`config.mk`:
```
export PLATFORM = sky130hd
export DESIGN_NAME = partial_store_flat
export DESIGN_NICKNAME = d
export VERILOG_FILES = /design/src/rtl/partial_store_if.sv /design/src/rtl/partial_store.sv /design/src/flat_wrapper.sv
export SDC_FILE = /design/constraint.sdc
export NUM_CORES = 1
export LEC_CHECK = 0
export CAP_MARGIN = 25
export CORE_ASPECT_RATIO = 1.4
export CORE_MARGIN = 5
export CORE_UTILIZATION = 43
export DETAILED_ROUTE_END_ITERATION = 6
export HOLD_SLACK_MARGIN = 0.06
export PLACE_DENSITY = 0.93
export SETUP_SLACK_MARGIN = 0.3
export SLEW_MARGIN = 20
export SYNTH_ARGS = -nofsm -noshare
export SYNTH_HDL_FRONTEND = slang
export SYNTH_SLANG_ARGS = --single-unit
```
`constraint.sdc`:
```
create_clock -name clk -period 4.5 [get_ports clk]
set_input_delay 0.9 -clock clk [delete_from_list [all_inputs] [get_ports clk]]
set_output_delay 0.9 -clock clk [all_outputs]
set_load 0.1 [all_outputs]
```
`src/rtl/partial_store_if.sv`:
```
// Store request and memory write-beat channels shared by partial_store and its driver.
// slave modport is the store unit; master modport is execute stage plus memory side.
interface partial_store_if #(
    parameter int ADDR_WIDTH = 32
);
    logic                  in_valid;
    logic                  in_ready;
    logic [31:0]           instruction;
    logic [31:0]           store_data;
    logic [ADDR_WIDTH-1:0] store_addr;
    logic                  mem_valid;
    logic                  mem_ready;
    logic [ADDR_WIDTH-1:0] mem_addr;
    logic [31:0]           mem_din;
    logic [3:0]            mem_we;
    logic                  misaligned;
    logic                  store_err;

    modport slave (
        input  in_valid, instruction, store_data, store_addr, mem_ready,
        output in_ready, mem_valid, mem_addr, mem_din, mem_we, misaligned, store_err
    );

    modport master (
        output in_valid, instruction, store_data, store_addr, mem_ready,
        input  in_ready, mem_valid, mem_addr, mem_din, mem_we, misaligned, store_err
    );
endinterface

```
`src/rtl/partial_store.sv`:
```
// Store lane aligner: turns SB/SH/SW into word-aligned beats with byte enables; MISALIGNED_SPLIT_EN splits word-crossing stores.
// Latency: beat 0 registered one cycle after accept; split stores add a second beat the cycle after beat 0 retires.
// Backpressure: beat outputs hold while mem_ready=0; in_ready only when idle or the last pending beat retires.
module partial_store #(
    parameter int ADDR_WIDTH = 32
) (
    input  logic            clk,
    input  logic            rst,
    partial_store_if.slave  bus
);
    localparam logic [6:0] OPC_STORE = 7'b0100011;
    localparam logic [2:0] FNC_SB    = 3'b000;
    localparam logic [2:0] FNC_SH    = 3'b001;
    localparam logic [2:0] FNC_SW    = 3'b010;

`ifdef MISALIGNED_SPLIT_EN
    typedef enum logic [1:0] {IDLE, BEAT0, BEAT1} state_t;
`else
    typedef enum logic [1:0] {IDLE, BEAT0} state_t;
`endif

    state_t                state;
    logic                  mem_valid_q;
    logic [ADDR_WIDTH-1:0] mem_addr_q;
    logic [31:0]           mem_din_q;
    logic [3:0]            mem_we_q;
    logic                  misaligned_q;
    logic                  store_err_q;

    logic [6:0]  opcode;
    logic [2:0]  funct3;
    logic [1:0]  off;
    logic        is_store;
    logic        f3_ok;
    logic [3:0]  base;
    logic [31:0] data_m;
    logic [7:0]  we_wide;
    logic [3:0]  we_lo;
    logic [3:0]  we_hi;
    logic        crossing;
    logic [31:0] din_lo;
    logic        in_ready;
    logic        accept;
    logic        unused_instr_bits;

    assign opcode   = bus.instruction[6:0];
    assign funct3   = bus.instruction[14:12];
    assign off      = bus.store_addr[1:0];
    assign is_store = (opcode == OPC_STORE);
    assign unused_instr_bits = ^{bus.instruction[31:15], bus.instruction[11:7]};

    always_comb begin
        base   = 4'h0;
        data_m = 32'h0;
        f3_ok  = 1'b1;
        case (funct3)
            FNC_SB: begin base = 4'h1; data_m = {24'h0, bus.store_data[7:0]};  end
            FNC_SH: begin base = 4'h3; data_m = {16'h0, bus.store_data[15:0]}; end
            FNC_SW: begin base = 4'hF; data_m = bus.store_data;                end
            default: f3_ok = 1'b0;
        endcase
    end

    assign we_wide  = {4'h0, base} << off;
    assign we_lo    = we_wide[3:0];
    assign we_hi    = we_wide[7:4];
    assign crossing = |we_hi;
    assign din_lo   = data_m << {off, 3'b000};

`ifdef MISALIGNED_SPLIT_EN
    logic        split_q;
    logic [3:0]  we_hi_q;
    logic [31:0] din_hi_q;
    logic [31:0] din_hi;

    // Bytes shifted past lane 3 land in the next word; off=0 shifts by 32 and yields 0.
    assign din_hi = data_m >> (6'd32 - {1'b0, off, 3'b000});
`endif

    always_comb begin
        in_ready = 1'b0;
        case (state)
            IDLE:  in_ready = 1'b1;
`ifdef MISALIGNED_SPLIT_EN
            BEAT0: in_ready = bus.mem_ready && !split_q;
            BEAT1: in_ready = bus.mem_ready;
`else
            BEAT0: in_ready = bus.mem_ready;
`endif
            default: in_ready = 1'b0;
        endcase
    end

    assign accept = bus.in_valid && in_ready;

    always_ff @(posedge clk) begin
        if (rst) begin
            state        <= IDLE;
            mem_valid_q  <= 1'b0;
            mem_addr_q   <= '0;
            mem_din_q    <= 32'h0;
            mem_we_q     <= 4'h0;
            misaligned_q <= 1'b0;
            store_err_q  <= 1'b0;
`ifdef MISALIGNED_SPLIT_EN
            split_q      <= 1'b0;
            we_hi_q      <= 4'h0;
            din_hi_q     <= 32'h0;
`endif
        end else begin
            misaligned_q <= 1'b0;
            store_err_q  <= 1'b0;

            if (mem_valid_q && bus.mem_ready) begin
`ifdef MISALIGNED_SPLIT_EN
                if (state == BEAT0 && split_q) begin
                    state      <= BEAT1;
                    mem_addr_q <= mem_addr_q + ADDR_WIDTH'(4);
                    mem_we_q   <= we_hi_q;
                    mem_din_q  <= din_hi_q;
                    split_q    <= 1'b0;
                end else
`endif
                begin
                    state       <= IDLE;
                    mem_valid_q <= 1'b0;
                    mem_we_q    <= 4'h0;
                end
            end

            // Acceptance only happens when nothing remains pending, so it may override the retire above.
            if (accept && is_store) begin
                if (!f3_ok) begin
                    store_err_q <= 1'b1;
                end
`ifndef MISALIGNED_SPLIT_EN
                else if (crossing) begin
                    misaligned_q <= 1'b1;
                end
`endif
                else begin
                    state       <= BEAT0;
                    mem_valid_q <= 1'b1;
                    mem_addr_q  <= {bus.store_addr[ADDR_WIDTH-1:2], 2'b00};
                    mem_we_q    <= we_lo;
                    mem_din_q   <= din_lo;
`ifdef MISALIGNED_SPLIT_EN
                    split_q     <= crossing;
                    we_hi_q     <= we_hi;
                    din_hi_q    <= din_hi;
`endif
                end
            end
        end
    end

    assign bus.in_ready   = in_ready;
    assign bus.mem_valid  = mem_valid_q;
    assign bus.mem_addr   = mem_addr_q;
    assign bus.mem_din    = mem_din_q;
    assign bus.mem_we     = mem_we_q;
    assign bus.misaligned = misaligned_q;
    assign bus.store_err  = store_err_q;
endmodule

```
`src/flat_wrapper.sv`:
```
// flat-port wrapper written by rule: the top's interface ports become plain ports
module partial_store_flat 
#(
    parameter int ADDR_WIDTH = 32
)
  (clk, rst, bus_in_valid, bus_instruction, bus_store_data, bus_store_addr, bus_mem_ready, bus_in_ready, bus_mem_valid, bus_mem_addr, bus_mem_din, bus_mem_we, bus_misaligned, bus_store_err);
  partial_store_if #(.ADDR_WIDTH(ADDR_WIDTH)) bus_i ();
  input  logic clk;
  input  logic rst;
  input wire logic [$bits(bus_i.in_valid)-1:0] bus_in_valid;
  input wire logic [$bits(bus_i.instruction)-1:0] bus_instruction;
  input wire logic [$bits(bus_i.store_data)-1:0] bus_store_data;
  input wire logic [$bits(bus_i.store_addr)-1:0] bus_store_addr;
  input wire logic [$bits(bus_i.mem_ready)-1:0] bus_mem_ready;
  output wire logic [$bits(bus_i.in_ready)-1:0] bus_in_ready;
  output wire logic [$bits(bus_i.mem_valid)-1:0] bus_mem_valid;
  output wire logic [$bits(bus_i.mem_addr)-1:0] bus_mem_addr;
  output wire logic [$bits(bus_i.mem_din)-1:0] bus_mem_din;
  output wire logic [$bits(bus_i.mem_we)-1:0] bus_mem_we;
  output wire logic [$bits(bus_i.misaligned)-1:0] bus_misaligned;
  output wire logic [$bits(bus_i.store_err)-1:0] bus_store_err;
  assign bus_i.in_valid = bus_in_valid;
  assign bus_i.instruction = bus_instruction;
  assign bus_i.store_data = bus_store_data;
  assign bus_i.store_addr = bus_store_addr;
  assign bus_i.mem_ready = bus_mem_ready;
  assign bus_in_ready = bus_i.in_ready;
  assign bus_mem_valid = bus_i.mem_valid;
  assign bus_mem_addr = bus_i.mem_addr;
  assign bus_mem_din = bus_i.mem_din;
  assign bus_mem_we = bus_i.mem_we;
  assign bus_misaligned = bus_i.misaligned;
  assign bus_store_err = bus_i.store_err;
  partial_store #(.ADDR_WIDTH(ADDR_WIDTH)) u_core (.clk(clk), .rst(rst), .bus(bus_i));
endmodule
```
==> summary.txt, run 1 <==
DR iter-0 viols = 122
Max Clock Freq = 316 MHz
CTS H-tree lvls = 3
Non-Filler Instances = 629
WP data required = 4.74 ns
Post-DP HPWL = 7.59 mm
Fin area = 0.00489 mm^2
Hold/Removal Path Class = register to register
GP Congestion = 0.800
Max-cap violations = 0
Die Wd = 83.8 um
P_leak = 1.66 nW
Critical Path AT = 3.41 ns
Reg2reg setup slack = 2.40 ns
First-pass GRT wire length = 15.8 mm
Port buffer count = 147
Initial core utilization = 44.3%
Drt total wl = 9.86 mm
Min-Delay Path Depth = 2
Mapped Cells = 402
Via density = 5.30
Hold Buf Count CTS = 0
Via Count = 3331
Reg2reg start = u_core.state[0]$_SDFF_PP0_
Area Overhead vs Synth = 49.2%
# rows = 37
Final hold viol count = 0
Final setup vio count = 0
Reg2reg path depth = 5
Layout Skew = 0.0102 ns
Die Area = 0.00949 mm^2
DRC = 0
Nets = 627
Clock sinks = 71
Die height = 113 um
WL per Instance = 15.7 um
Post-cts sizing count = 0
Post-CTS Setup Repair Bufs = 0
Total Routing Usage GR = 20.3%
N_diodes = 0
Synthesis warning total = 0
DR pass1 iterations = 4
CTS tree = yes
Worst-Margin Slew = 1.03 ns
Pwr dens = 253 mW/mm^2
Initial antenna violation count = 0
Clock buffer depth = 2
Clock Pin Slew Worst Setup and Hold Paths = 0.07 ns
Synthesized cell area = 0.00328 mm^2
IO Count = 172
Cell count after placement = 613
Worst setup startpoint = bus_instruction[13]
Total CTS buffers = 9
Worst IR Drop VDD = 0.150 mV
Routed Antenna Nets = 0
Post-route clock period utilization = 70.4%
Number of synthesized flops with an enable pin = 0
Vias in the first global route = 3294
Register area share after synthesis = 43.4%
Top_reg_cell synth = dfxtp_1
Synth Register Bits = 71
Hold Path Origin = u_core.bus.mem_addr[22]$_SDFFE_PP0P_
Critical Path Fanout Max = 31
Setup TNS Final = 0 ns
Maximum number of pins on one net before global-route repair = 48
Crit path time final = 3.17 ns
RSZ-0062 raised after global routing = false
Root buffer cell = clkbuf_8
Worst-Skew Late Latency = 0.33 ns
Syn avg cell area = 8.15 um^2
Slew Limit Fails = 0
Crit. End Element = register
Status = finished, final reports clean
Gr ovfl total = 0
Area of the core = 0.00741 mm^2
Post-DP Area = 0.00472 mm^2
CP startpoint kind = input pin
Layout cells sized above 1 = 7.33%
FFs w/ async S/R, synth = 0%
Crit path kind = input pin to register
Worst rel slew slack = 30.9%
Post-synthesis cell type count = 40
[logic make-up after synthesis]
family	after synthesis	share of synthesized area [%]
compound gates	118	23.4
buf+inv	44	6.60
simple gates	159	23.5
mux	8	2.75
flops	71	43.4
other cells	1	0.114
xor+xnor	1	0.267
[where the power goes]
part / leakage, nW / switching [mW] / internal [mW]
clock network: 0.0894 / 0.221 / 0.229
logic: 0.999 / 0.0728 / 0.0860
registers: 0.572 / 0.000262 / 0.628
[worst paths after layout]
check,to
worst min-delay path,u_core.bus.mem_addr[22]$_SDFFE_PP0P_
worst max register to register,u_core.bus.mem_addr[26]$_SDFFE_PP0P_
worst max-delay path,u_core.bus.mem_addr[26]$_SDFFE_PP0P_
worst min register to register,u_core.bus.mem_addr[22]$_SDFFE_PP0P_
[cell usage after synthesis, types with 9 or more instances]
master    instances  area share, %
a21oi_1          56            8.5
nand2_1          89             10
dfxtp_1          71             43
nand3_1          14            2.1
buf_4             9            2.1
clkbuf_1         22            2.5
o21a_1            9            2.1
nor3_1           11            1.7
or3_1             9            1.7
nor2_1           14            1.6
[worst max-delay path, cell delays in order]
cell	delay, ns
clkdlybuf4s50_1	0.74
o21a_1	0.28
o22ai_2	0.18
and4_2	0.62
buf_4	0.41
nand2_1	0.09
a21oi_1	0.18
[stage by stage]
step | worst slack [ns] | utilization [%] | power [mW] | hold slack [ns]
after detailed placement | 1.02 | 63.7 | 0.800 | 0.444
after CTS | 1.36 | 66.0 | 1.25 | 0.454
after floorplan | 1.16 | - | 0.719 | 0.481
final | 1.33 | 66.0 | 1.24 | 0.451
after global placement | 1.10 | 63.7 | 0.797 | 0.437
after global routing | 1.11 | 66.0 | 1.28 | 0.464
[per-layer routing]
metal | up-vias | share of wire (%) | track usage, % | wire length (um)
met4 | 0 | 2.7 | 10.7 | 270
met3 | 20 | 6.2 | 3.50 | 614
met2 | 141 | 52 | 36.1 | 5120
li1 | 1655 | - | - | -
met1 | 1515 | 39 | 23.1 | 3850
met5 | - | 0 | 0 | 0
[flip-flops by register name, indices dropped and copies added (netlist names)]
register	count
u_core.bus.mem_we	4
u_core.bus.misaligned	1
u_core.bus.mem_addr	30
u_core.state	2
u_core.bus.store_err	1
u_core.bus.mem_din	32
u_core.bus.mem_valid	1
[area by class of cell]
| type | count | area (um^2) |
|---|---|---|
| sequential | 71 | 1420 |
| fill | 603 | 2510 |
| clock buffer | 13 | 159 |
| multi-input combinational | 288 | 1650 |
| clock inverter | 3 | 17.5 |
| timing repair buffer | 154 | 1520 |
| inverter | 3 | 11.3 |
| tap | 97 | 121 |
[placed cells by master, fill, tap and decap left out, types with 9 or more instances in the layout]
master	n
nor2_1	14
clkdlybuf4s50_1	145
clkbuf_8	11
a21oi_1	56
nor3_1	11
nand2_1	89
dfxtp_1	71
o21a_1	9
nand3_1	14
or3_1	9
Note: power is estimated with default switching activity, not from simulation.
==> inputs of run 2 (changes only) <==
--- a/config.mk
+++ b/config.mk
@@ -8,10 +8,10 @@
 export CAP_MARGIN = 25
 export CORE_ASPECT_RATIO = 1.4
 export CORE_MARGIN = 5
-export CORE_UTILIZATION = 43
+export CORE_UTILIZATION = 36
 export DETAILED_ROUTE_END_ITERATION = 6
 export HOLD_SLACK_MARGIN = 0.06
-export PLACE_DENSITY = 0.93
+export PLACE_DENSITY = 0.84
 export SETUP_SLACK_MARGIN = 0.3
 export SLEW_MARGIN = 20
 export SYNTH_ARGS = -nofsm -noshare
==> constraint.sdc (replaced) <==
create_clock -name clk -period 2.9 [get_ports clk]
set_input_delay 0.58 -clock clk [delete_from_list [all_inputs] [get_ports clk]]
set_output_delay 0.58 -clock clk [all_outputs]
set_load 0.1 [all_outputs]
==> summary.txt, run 2 (synthesized netlist as in run 1, its figures left out) <==
Pwr Total = 2.26 mW (+82%)
Maximum number of pins on one net before global-route repair = 46 (-4.2%)
Slew Limit Fails = 0 (unchanged)
DR pass1 iterations = 4 (unchanged)
CP max stage delay = 0.61 ns (-0.13 ns)
CP startpoint kind = input pin
Reg2reg end = u_core.bus.mem_din[11]$_SDFFE_PP0P_
CTS H-tree lvls = 3 (unchanged)
First-pass GRT wire length = 16.0 mm (+0.87%)
Commonest non-fill, non-tap cell in the layout = nand2_1
FILL cells = 848 (+41%)
Die Area = 0.0111 mm^2 (+17%)
Nets = 632 (+0.80%)
Switching share of power = 21.3% (-2.5 points)
Root buffer cell = clkbuf_16
Post-route clock period utilization = 77.9%
GP Congestion = 0.817 (+2.1%)
Final hold viol count = 0 (unchanged)
RSZ-0062 raised after global routing = false
Worst-Skew Late Latency = 0.32 ns (about the same)
Worst rel slew slack = 47.1% (+16 points)
Power share of the combinational group = 11.1% (-1.7 points)
Reg2reg path depth = 5 (unchanged)
Status = finished, final reports clean
Final worst slack = 0.641 ns (-0.693 ns)
Crit path time final = 2.26 ns
Max-cap violations = 0 (unchanged)
Via Count = 3308 (-0.69%)
Crit path kind = input pin to register
Port buffer count = 147 (unchanged)
Drt total wl = 9.92 mm (+0.57%)
Hold Buf Count CTS = 0 (unchanged)
P_leak = 1.89 nW (+14%)
Commonest non-fill, non-tap cells in the layout = nand2_1 (89), buf_4 (81), clkdlybuf4s50_1 (76), dfxtp_1 (71), a21oi_1 (55)
Psw = 480 uW (+63%)
Hold/Removal Path Class = register to register
Routed Antenna Nets = 0 (unchanged)
IO Count = 172 (unchanged)
N_diodes = 0 (unchanged)
Die height = 123 um (+8.5%)
Clk network pwr share = 45.6% (+9.2 points)
Total Routing Usage GR = 17.5% (-2.8 points)
Area Overhead vs Synth = 49.3% (about the same)
WL per Instance = 15.4 um (-1.5%)
Gr ovfl total = 0 (unchanged)
Max Clock Freq = 443 MHz
Post-CTS Setup Repair Bufs = 0 (unchanged)
Critical Path Fanout Max = 10 (-68%)
CP cell instances = clkdlybuf4s50_1 -> buf_4 -> nor4b_4 -> nor2b_1 -> a22o_1 -> a211oi_1 -> nor3_1
Crit. End Element = register
Dpl ws = 0.322 ns (-0.699 ns)
Total CTS buffers = 9 (unchanged)
DR iter-0 viols = 108 (-11%)
DRC = 0 (unchanged)
Vias in the first global route = 3232 (-1.9%)
Initial core utilization = 36.5% (-7.7 points)
Setup TNS Final = 0 ns (unchanged)
Internal = 1.78 mW (+88%)
Initial antenna violation count = 0 (unchanged)
Worst IR Drop VDD = 0.381 mV (+150%)
Worst setup startpoint = bus_instruction[13]
WP data required = 3.15 ns (-1.59 ns)
Max reg flops = 32 (unchanged)
Reg2reg start = u_core.state[0]$_SDFF_PP0_
Final setup vio count = 0 (unchanged)
Clock sinks = 71 (unchanged)
Pwr dens = 461 mW/mm^2 (+82%)
Worst-Margin Slew = 0.794 ns (-0.240 ns)
Layout cells sized above 1 = 21.1% (+14 points)
Via density = 5.15 (-2.7%)
Crit-path slowest cell = clkdlybuf4s50_1
Sequential share of power = 43.3% (-7.5 points)
Die Wd = 90.7 um (+8.2%)
Clock buffer depth = 2 (unchanged)
Layout Skew = 0.00591 ns (-0.00431 ns)
# rows = 41 (+11%)
Post-cts sizing count = 0 (unchanged)
Clock Pin Slew Worst Setup and Hold Paths = 0.05 ns (-0.02 ns)
CTS tree = yes
Post-DP HPWL = 7.69 mm (+1.3%)
CP endpoint = u_core.bus.mem_din[16]$_SDFFE_PP0P_
Register Area = 0.00142 mm^2 (unchanged)
Critical Path AT = 2.51 ns (-0.90 ns)
Area of the multi-input gates = 0.00165 mm^2 (+0.23%)
Reg2reg setup slack = 1.23 ns (-1.17 ns)
Area of the core = 0.00898 mm^2 (+21%)
## run 2: cell types whose count changed in the layout (fill, tap and decap cells not counted), sizes merged
cell	delta
buf	+74
clkdlybuf4s50	-69
clkinv	-2
clkbuf	+1
clkinvlp	-1
## run 2: routing by layer
metal | share of wire [%] | vias up | GRT usage (%) | wire length (um)
met2 | 51 | 122 | 29.8 | 5070
met3 | 7.0 | 8 | 5.66 | 699
met4 | 1.4 | 0 | 6.61 | 137
met5 | 0 | - | 0 | 0
li1 | - | 1663 | - | -
met1 | 40 | 1515 | 20.5 | 4010
## run 2: layout make-up
type,count,share of cell area [%]
inverters,3,0.230
clock buffers,14,5.80
repair buffers,159,28.5
flip-flops and latches,71,29.0
well taps,107,2.74
multi-input cells,288,33.7
## run 2: power groups by stage
| stage | registers [mW] | clock network [mW] | logic (mW) |
|---|---|---|---|
| 2_1_floorplan | 1.00 | 0 | 0.113 |
| 3_3_place_gp | 0.998 | 0 | 0.244 |
| 3_5_place_dp | 0.998 | 0 | 0.248 |
| 4_1_cts | 0.977 | 1.06 | 0.249 |
| 5_1_grt | 0.977 | 1.10 | 0.267 |
| 6_report | 0.978 | 1.03 | 0.249 |
## run 2: how the worst min path moves through the flow
| stage | startpoint | to | slack (ns) | depth (start not counted) |
|---|---|---|---|---|
| floorplan | u_core.state[0]$_SDFF_PP0_ | u_core.state[0]$_SDFF_PP0_ | 0.49 | 2 |
| global placement | u_core.bus.mem_addr[27]$_SDFFE_PP0P_ | u_core.bus.mem_addr[27]$_SDFFE_PP0P_ | 0.44 | 2 |
| detailed placement | u_core.bus.mem_addr[14]$_SDFFE_PP0P_ | u_core.bus.mem_addr[14]$_SDFFE_PP0P_ | 0.45 | 2 |
| CTS | u_core.bus.mem_addr[14]$_SDFFE_PP0P_ | u_core.bus.mem_addr[14]$_SDFFE_PP0P_ | 0.45 | 2 |
| global route | u_core.bus.mem_addr[4]$_SDFFE_PP0P_ | u_core.bus.mem_addr[4]$_SDFFE_PP0P_ | 0.47 | 2 |
| finish | u_core.bus.mem_addr[14]$_SDFFE_PP0P_ | u_core.bus.mem_addr[14]$_SDFFE_PP0P_ | 0.45 | 2 |
## run 2: critical path: cells and delay by family
family                 cells  cell delay [ns]
AO/OA/AOI/OAI              2             0.26
buffers and inverters      2             0.84
AND/OR/NAND/NOR            3             0.82
## run 2: metrics by stage
step / instance area [um^2] / hold slack [ns] / utilization [%] / std cells
after floorplan: 3290 / 0.494 / - / 403
after global placement: 4610 / 0.440 / 51.3 / 628
after detailed placement: 4610 / 0.448 / 51.3 / 628
after CTS: 4890 / 0.454 / 54.5 / 642
after global routing: 4890 / 0.468 / 54.5 / 642
final: 4890 / 0.451 / 54.5 / 642
==> inputs of run 3 (changes only) <==
--- a/config.mk
+++ b/config.mk
@@ -8,10 +8,10 @@
 export CAP_MARGIN = 25
 export CORE_ASPECT_RATIO = 1.4
 export CORE_MARGIN = 5
-export CORE_UTILIZATION = 36
+export CORE_UTILIZATION = 40
 export DETAILED_ROUTE_END_ITERATION = 6
 export HOLD_SLACK_MARGIN = 0.06
-export PLACE_DENSITY = 0.84
+export PLACE_DENSITY = 0.88
 export SETUP_SLACK_MARGIN = 0.3
 export SLEW_MARGIN = 20
 export SYNTH_ARGS = -nofsm -noshare
==> constraint.sdc (replaced) <==
create_clock -name clk -period 2.3 [get_ports clk]
set_input_delay 0.46 -clock clk [delete_from_list [all_inputs] [get_ports clk]]
set_output_delay 0.46 -clock clk [all_outputs]
set_load 0.1 [all_outputs]
==> summary.txt, run 3 (synthesized netlist as in run 1, its figures left out) <==
Clock buffer depth = 2 (unchanged)
Initial antenna violation count = 0 (unchanged)
Most used cell, CP = buf_4
First-pass GRT wire length = 16.7 mm (+4.8%)
Routed Antenna Nets = 0 (unchanged)
Hold/Removal Path Class = register to register
Total Routing Usage GR = 21.3% (+3.8 points)
Die Area = 0.0101 mm^2 (-9.1%)
Drt total wl = 11.0 mm (+11%)
DR pass1 iterations = 5 (+1)
Nets = 658 (+4.1%)
CP cell instances = clkdlybuf4s50_1 -> buf_4 -> buf_4 -> o211ai_1 -> or3_4 -> a21oi_1
Commonest non-fill, non-tap cell in the layout = buf_4
WP data required = 2.56 ns (-0.59 ns)
Via density = 5.37 (+4.2%)
Worst IR Drop VDD = 0.398 mV (+4.6%)
Reg2reg setup slack = 0.69 ns (-0.54 ns)
Max reg flops = 32 (unchanged)
Maximum number of pins on one net before global-route repair = 38 (-17%)
Final hold viol count = 0 (unchanged)
CP max stage delay = 0.52 ns (-0.09 ns)
N_diodes = 0 (unchanged)
Critical Path Fanout Max = 26 (+16)
Min Hold Slack = 0.450 ns (-0.000851 ns)
Layout cells sized above 1 = 26.3% (+5.2 points)
Post-route clock period utilization = 84.8%
Worst setup startpoint = bus_store_addr[0]
Slew Limit Fails = 0 (unchanged)
Max-cap violations = 0 (unchanged)
Worst-Skew Late Latency = 0.33 ns (about the same)
Clock sinks = 71 (unchanged)
Setup TNS Final = 0 ns (unchanged)
Crit path time final = 1.95 ns
Final design utilization = 63.8% (+9.3 points)
Port buffer count = 147 (unchanged)
Total CTS buffers = 9 (unchanged)
Max Clock Freq = 513 MHz
Via Count = 3572 (+8.0%)
CTS H-tree lvls = 3 (unchanged)
Initial core utilization = 40.5% (+4.0 points)
Die Wd = 86.5 um (-4.6%)
RSZ-0062 raised after global routing = true
Critical Path AT = 2.21 ns (-0.30 ns)
Final setup vio count = 0 (unchanged)
Hold Buf Count CTS = 0 (unchanged)
Root buffer cell = clkbuf_16
Reg2reg end = u_core.bus.mem_din[9]$_SDFFE_PP0P_
Area of the core = 0.00810 mm^2 (-9.8%)
WL per Instance = 16.5 um (+6.8%)
CP endpoint = u_core.bus.mem_din[9]$_SDFFE_PP0P_
GP Congestion = 0.994 (+22%)
Area Overhead vs Synth = 57.7%
Crit. End Element = register
# rows = 39 (-4.9%)
CTS tree = yes
DR iter-0 viols = 158 (+46%)
Commonest non-fill, non-tap cells in the layout = buf_4 (101), nand2_1 (89), clkdlybuf4s50_1 (72), dfxtp_1 (71), a21oi_1 (55)
CP startpoint kind = input pin
P_leak = 2.04 nW (+8.1%)
DRC = 0 (unchanged)
Post-DP HPWL = 8.57 mm (+12%)
Crit path kind = input pin to register
Gr ovfl total = 0 (unchanged)
Reg2reg path depth = 5 (unchanged)
IO Count = 172 (unchanged)
Clock Pin Slew Worst Setup and Hold Paths = 0.05 ns (about the same)
Die height = 117 um (-4.7%)
Status = finished, final reports clean
Crit-path slowest cell = clkdlybuf4s50_1
Pwr dens = 551 mW/mm^2 (+20%)
Vias in the first global route = 3535 (+9.4%)
Layout Skew = 0.00769 ns (+0.00179 ns)
Reg2reg start = u_core.state[0]$_SDFF_PP0_
==> run 3: through the flow <==
stage               setup WS, ns  cells  cell area [um^2]  power (mW)
global placement         -0.0914    645              4780        1.59
CTS                        0.295    662              5090        2.87
floorplan                  0.402    403              3290        1.41
finish                     0.350    665              5170        2.85
global route               0.270    665              5170        2.96
detailed placement        -0.179    645              4780        1.60
==> run 3: worst max-delay path: cells and delay by family <==
kind                   cells  cell delay, ns
AOI/OAI and AO/OA          2            0.32
buffers and inverters      3            1.07
and+or+nand+nor            1            0.36
==> run 3: power breakdown <==
part           switching, mW  leakage [nW]  internal (mW)
combinational          0.163          1.34          0.195
clock                  0.506         0.132          0.756
sequential          0.000583         0.572           1.23
total                  0.669          2.04           2.18
==> run 3: area by class of cell <==
cell class / instances / area (um^2)
clock buffer: 11 / 243
tap: 102 / 128
multi-input combinational: 289 / 1720
inverter: 3 / 11.3
clock inverter: 5 / 33.8
fill: 682 / 2930
timing repair buffer: 184 / 1620
sequential: 71 / 1420
==> run 3: what timing repair did <==
item / 4_1_cts / 5_1_grt
setup endpoints to repair: 44 / 61
hold endpoints to repair: 0 / 0
gates cloned: 0 / 1
pin swaps: 2 / 2
setup buffers: 1 / 2
resized for setup: 9 / 13
==> run 3: worst min path at each step <==
stage / startpoint / endpoint / depth (start not counted)
2_1_floorplan: u_core.state[0]$_SDFF_PP0_ / u_core.state[0]$_SDFF_PP0_ / 2
6_report: u_core.bus.mem_addr[16]$_SDFFE_PP0P_ / u_core.bus.mem_addr[16]$_SDFFE_PP0P_ / 2
4_1_cts: u_core.bus.mem_din[12]$_SDFFE_PP0P_ / u_core.bus.mem_din[12]$_SDFFE_PP0P_ / 2
5_1_grt: u_core.bus.mem_addr[16]$_SDFFE_PP0P_ / u_core.bus.mem_addr[16]$_SDFFE_PP0P_ / 2
3_5_place_dp: u_core.bus.mem_din[8]$_SDFFE_PP0P_ / u_core.bus.mem_din[8]$_SDFFE_PP0P_ / 2
3_3_place_gp: u_core.bus.mem_addr[23]$_SDFFE_PP0P_ / u_core.bus.mem_addr[23]$_SDFFE_PP0P_ / 2
==> run 3: routing by layer <==
metal | up-vias | global-route usage [%] | routed length, um
met5 | - | 0 | 0
li1 | 1720 | - | -
met2 | 195 | 38.5 | 5490
met4 | 0 | 12.2 | 434
met3 | 35 | 6.30 | 1150
met1 | 1622 | 21.5 | 3900
